===== config.mk =====
export PLATFORM = sky130hd
export DESIGN_NAME = cipher_uart_rx
export DESIGN_NICKNAME = d
export VERILOG_FILES = /design/src/rtl/cipher_uart_rx.sv
export SDC_FILE = /design/constraint.sdc
export NUM_CORES = 1
export LEC_CHECK = 0
export BUFFER_PORTS_ARGS = -buffer_cell sky130_fd_sc_hd__buf_4
export CELL_PAD_IN_SITES_DETAIL_PLACEMENT = 0
export CELL_PAD_IN_SITES_GLOBAL_PLACEMENT = 1
export CORE_UTILIZATION = 46
export CTS_BUF_LIST = sky130_fd_sc_hd__clkbuf_4 sky130_fd_sc_hd__clkbuf_8
export DETAILED_ROUTE_END_ITERATION = 12
export GPL_ROUTABILITY_DRIVEN = 0
export PLACE_DENSITY_LB_ADDON = 0.15
export SETUP_SLACK_MARGIN = 0.02
export SLEW_MARGIN = 5
export SYNTH_ARGS = -nofsm -noshare
export SYNTH_HDL_FRONTEND = slang
export SYNTH_SLANG_ARGS = --single-unit

===== constraint.sdc =====
create_clock -name clk -period 2.5 [get_ports clk]
set_clock_uncertainty 0.15 [all_clocks]
set_input_delay 0.25 -clock clk [delete_from_list [all_inputs] [get_ports clk]]
set_output_delay 0.25 -clock clk [all_outputs]
set_load 0.05 [all_outputs]

===== src/rtl/cipher_uart_rx.sv =====
`default_nettype none
// ============================================================================
//  Module      : cipher_uart_rx
//  Description : 8N1 UART receiver feeding the decrypt stage. It passes rx
//                through a two-flop synchroniser, checks the start bit at
//                mid-bit and then samples each bit once per bit period. The
//                completed byte is held in a one-entry valid/ready buffer.
//                frame_err pulses when the stop bit is sampled low.
//                overrun pulses when a completed byte is dropped because
//                the buffer is full.
//  Ports       : clk        - sole clock, rising edge
//                rst        - synchronous active-high reset
//                rx         - asynchronous serial line, idle high, LSB first
//                byte_out   - received ciphertext byte
//                byte_valid - byte_out holds an unconsumed byte
//                byte_ready - consumer takes byte_out this cycle
//                frame_err  - one-cycle pulse, stop bit sampled low
//                overrun    - one-cycle pulse, completed byte dropped
//  Revision    : 1.0  initial release
// ============================================================================
module cipher_uart_rx #(
    parameter int CLKS_PER_BIT = 104
) (
    input  logic       clk,
    input  logic       rst,
    input  logic       rx,
    output logic [7:0] byte_out,
    output logic       byte_valid,
    input  logic       byte_ready,
    output logic       frame_err,
    output logic       overrun
);

    localparam int TW = $clog2(CLKS_PER_BIT);
    // Terminal counts. The timer reloads to zero at every sample, so there
    // is no rounding drift from one bit to the next within a frame.
    localparam logic [TW-1:0] C_BIT_LAST  = TW'(CLKS_PER_BIT - 1);
    localparam logic [TW-1:0] C_HALF_LAST = TW'(CLKS_PER_BIT / 2 - 1);

    typedef enum logic [2:0] {
        S_IDLE  = 3'd0,
        S_START = 3'd1,
        S_DATA  = 3'd2,
        S_STOP  = 3'd3,
        S_BREAK = 3'd4
    } state_t;

    state_t          state_q, state_d;
    logic [TW-1:0]   timer_q, timer_d;
    logic [2:0]      bitcnt_q, bitcnt_d;
    logic [7:0]      shift_q, shift_d;
    logic [7:0]      byte_q, byte_d;
    logic            valid_q, valid_d;
    logic            ferr_q, ferr_d;
    logic            ovr_q, ovr_d;
    logic            rx_meta_q, rx_s_q;
    logic            byte_done;

    always_ff @(posedge clk) begin
        if (rst) begin
            rx_meta_q <= 1'b1;
            rx_s_q    <= 1'b1;
            state_q   <= S_IDLE;
            timer_q   <= '0;
            bitcnt_q  <= '0;
            shift_q   <= 8'h00;
            byte_q    <= 8'h00;
            valid_q   <= 1'b0;
            ferr_q    <= 1'b0;
            ovr_q     <= 1'b0;
        end else begin
            rx_meta_q <= rx;
            rx_s_q    <= rx_meta_q;
            state_q   <= state_d;
            timer_q   <= timer_d;
            bitcnt_q  <= bitcnt_d;
            shift_q   <= shift_d;
            byte_q    <= byte_d;
            valid_q   <= valid_d;
            ferr_q    <= ferr_d;
            ovr_q     <= ovr_d;
        end
    end

    always_comb begin
        state_d   = state_q;
        timer_d   = timer_q;
        bitcnt_d  = bitcnt_q;
        shift_d   = shift_q;
        byte_d    = byte_q;
        valid_d   = valid_q;
        ferr_d    = 1'b0;
        ovr_d     = 1'b0;
        byte_done = 1'b0;

        case (state_q)
            S_IDLE: begin
                if (!rx_s_q) begin
                    state_d  = S_START;
                    timer_d  = '0;
                    bitcnt_d = '0;
                end
            end
            S_START: begin
                // Mid-bit recheck; a line that is high again is a glitch.
                if (timer_q == C_HALF_LAST) begin
                    timer_d = '0;
                    state_d = rx_s_q ? S_IDLE : S_DATA;
                end else begin
                    timer_d = timer_q + TW'(1);
                end
            end
            S_DATA: begin
                if (timer_q == C_BIT_LAST) begin
                    timer_d  = '0;
                    shift_d  = {rx_s_q, shift_q[7:1]};
                    bitcnt_d = bitcnt_q + 3'd1;
                    if (bitcnt_q == 3'd7) begin
                        state_d = S_STOP;
                    end
                end else begin
                    timer_d = timer_q + TW'(1);
                end
            end
            S_STOP: begin
                if (timer_q == C_BIT_LAST) begin
                    timer_d = '0;
                    if (rx_s_q) begin
                        byte_done = 1'b1;
                        state_d   = S_IDLE;
                    end else begin
                        ferr_d  = 1'b1;
                        state_d = S_BREAK;
                    end
                end else begin
                    timer_d = timer_q + TW'(1);
                end
            end
            S_BREAK: begin
                // Wait out a held-low line so that it is not taken as a
                // string of new start bits.
                if (rx_s_q) begin
                    state_d = S_IDLE;
                end
            end
            default: begin
                state_d = S_IDLE;
            end
        endcase

        // One-entry buffer. A consume in the same cycle as a completion frees
        // the slot, so the new byte goes straight in.
        if (byte_done) begin
            if (!valid_q || byte_ready) begin
                byte_d  = shift_q;
                valid_d = 1'b1;
            end else begin
                ovr_d = 1'b1;
            end
        end else if (valid_q && byte_ready) begin
            valid_d = 1'b0;
        end
    end

    assign byte_out   = byte_q;
    assign byte_valid = valid_q;
    assign frame_err  = ferr_q;
    assign overrun    = ovr_q;

endmodule
`default_nettype wire

==> impl_metrics.csv <==
group,metric,value,unit
outcome,status,"completed",
sta,clock.fmax,0.483,GHz
drt,drc,0,
sta,maxSlewHeadroom,0.582,
power_and_ir_drop,power_frac_comb,0.037,
floorplan,rows,20,
power_and_ir_drop,power.density,510,nW/um2
power_and_ir_drop,seqPwrFrac,0.612,
clock_network,cts_tree,"yes",
global_route,grt_pass1_wl,5420,um
placement,numPortBuffers,14,
floorplan,fp.dieArea,3670,um2
power_and_ir_drop,switchingPower,0.217,mW
finish,antennaDiodeCount,0,
worst_setup_path,cp_data_required_time,2610,ps
logic_synthesis,avgSynthCellArea,9.12,um2
finish,fill_cells,309,
global_route,grt_overflow,0,
clock_network,root_buffer,"clkbuf_4",
logic_synthesis,synth_nets,180,
logic_synthesis,synth_top_area_share,0.431,
logic_synthesis,yosysSeqAreaShare,0.431,
drt,drtIter0Drc,66,
logic_synthesis,synth_area_leaders,"dfxtp_1, mux2i_1, nor2_1",
power_and_ir_drop,intPower,0.698,mW
global_route,antenna_found_initial,0,
run,cap_violations,0,
finish,drive_above_1_share,0.159,
drt,wl_met1,1530,um
global_route,grt_max_degree,34,
floorplan,start_util,0.500,
drt,route.top_layer_used,"met4",
logic_synthesis,yosysWarnings,0,
floorplan,fp.dieW,60.6,um
clock_network,hold_buffers,1,
drt,route.met3.wl,135,um
sta,setup_tns,0,ps
power_and_ir_drop,p_leak,0.696,nW
drt,wl_per_cell,13.0,um
clock_network,cts_sinks,34,
sta,min_period,2070,ps
drt,viasPerCell,5.46,
worst_setup_path,cp.arrival,2180,ps
floorplan,ioPinCount,15,
worst_setup_path,cp-end-kind,"register",
floorplan,core,3150,um2
worst_setup_path,worstPathMaxFanout,13,
clock_network,cts.repair.resized,0,
worst_setup_path,cp-start-kind,"register",
logic_synthesis,synth_seq_cells,34,
logic_synthesis,synth_cell_type_count,40,
drt,drt_wl_total,3040,um
global_route,track_usage,0.197,
worst_setup_path,critPathKind,"register to register",
drt,detail-route-antenna-nets,0,
clock_network,clk_latency,330,ps
clock_network,postCtsSetupBuffers,0,
logic_synthesis,netlist.top_cell.by_area,"dfxtp_1",
power_and_ir_drop,switching_share,0.237,
power_and_ir_drop,pwr-share-clk,0.351,
finish,area_growth,13.7,%
finish,nNetsFinal,195,
drt,num_vias,1272,
sta,rsz0062_at_grt,"false",
global_route,grt_pass1_vias,1224,
sta,fin_crit_sh,0.827,
clock_network,cts_buffers,5,
power_and_ir_drop,totalPowerFinal,0.915,mW
clock_network,clockBufferDepth,2,
logic_synthesis,syn_inst,173,
worst_setup_path,reg2reg_setup_slack,430,ps
power_and_ir_drop,vdd_drop_max,202,uV
sta,setup_viol,0,
clock_network,clkTransAtPathRegs,110,ps
logic_synthesis,syn_area,1580,um2
sta,tightest_slew,621,ps
drt,drt-pass1-iter-count,4,
sta,final_hold_viol_count,0,
placement,dp_hpwl,2140,um
clock_network,h-tree-depth,2,
hold_path,min_path_type,"input pin to register",
floorplan,die_h,60.6,um
sta,drv_slew,0,
drt,dr_wl_met2,1350,um
worst max-delay path: stages (launching register included):
cell and delay, ps:
dfxtp_1 610, or4b_1 490, a21oi_1 410, o21bai_1 150, a22oi_1 190
cells in the mapped netlist:
master and count:
dfxtp_1 34, nor2_1 25, mux2i_1 19, inv_1 12
o21ai_0 8, a21oi_1 7, nand2_1 7, and2_1 4
buf_2 4, clkbuf_1 4, nor3_1 4, a211oi_1 3
ha_1 3, nand3_1 3, nand4_1 3, or3_1 3
a2111oi_1 2, a22oi_1 2, o221ai_1 2, o31ai_1 2
or2_2 2, or4b_1 2, a2111oi_4 1, a21boi_0 1
a31oi_1 1, and4bb_2 1, buf_1 1, nand2b_1 1
nand4b_1 1, nand4bb_1 1, nor2b_1 1, nor3b_1 1
nor4b_1 1, nor4b_4 1, o2111ai_1 1, o21a_1 1
o21ai_1 1, o21bai_1 1, o22ai_1 1, o32ai_1 1
layer usage:
| layer | vias up | GRT usage |
|---|---|---|
| li1 | 643 | - |
| met1 | 596 | 0.260 |
| met2 | 28 | 0.312 |
| met3 | 5 | 0.0533 |
| met4 | 0 | 0.0649 |
| met5 | - | 0 |
power by group through the flow:
stage	sequential, mW	combinational (mW)	clock [mW]
CTS	0.560	0.0344	0.336
global placement	0.572	0.0318	0
global route	0.562	0.0387	0.359
detailed placement	0.572	0.0329	0
floorplan	0.568	0.0252	0
finish	0.560	0.0342	0.321
final cells by class:
cell class,count,area (um2),share of cell area
clock buffers,6,51.3,0.0286
inverters,12,45.0,0.0251
multi-input cells,118,820,0.457
flip-flops and latches,34,681,0.379
clock inverters,2,12.5,0.00697
well taps,44,55.1,0.0307
repair buffers,17,130,0.0725
logic make-up after synthesis:
family	Yosys count	synth area share
AO/OA/AOI/OAI	35	0.159
adder cells (fa/ha/maj)	3	0.0238
buffers and inverters	21	0.0531
flip-flops	34	0.431
multiplexers	19	0.121
AND/OR/NAND/NOR	61	0.213
per-stage QoR:
stage               hold slack [ps]  worst slack [ps]  std cells  cell area, um2  utilization
floorplan                       204               665        173            1580            -
global placement                250               548        224            1720        0.546
detailed placement              257               486        224            1720        0.546
CTS                            54.8               448        233            1790        0.569
global route                   70.3               273        233            1790        0.569
finish                         71.1               431        233            1790        0.569
registers in the layout (all words and copies together), names as in the netlist:
register,flops
byte_out,8
shift_q,8
timer_q,7
bitcnt_q,3
state_q,3
byte_valid,1
frame_err,1
overrun,1
rx_meta_q,1
rx_s_q,1
final timing paths:
| path | startpoint | end | cells after the start |
|---|---|---|---|
| setup reg to reg | state_q[0]$_SDFFE_PP0P_ | timer_q[5]$_SDFFE_PP0P_ | 4 |
| hold reg to reg | rx_meta_q$_SDFF_PP1_ | rx_s_q$_SDFF_PP1_ | 1 |
| setup / recovery | state_q[0]$_SDFFE_PP0P_ | timer_q[5]$_SDFFE_PP0P_ | 4 |
| hold / removal | byte_ready | overrun$_SDFF_PP0_ | 3 |
cell usage in the layout (no fill, tap or decap), types with 4 or more instances in the layout:
master     n
dfxtp_1   34
clkbuf_4   5
and2_1     4
nor2_1    25
o21ai_0    8
a21oi_1    7
mux2i_1   19
nand2_1    7
nor3_1     4
buf_4     16
inv_1     12
No activity file was read; power rests on OpenSTA's default activity.
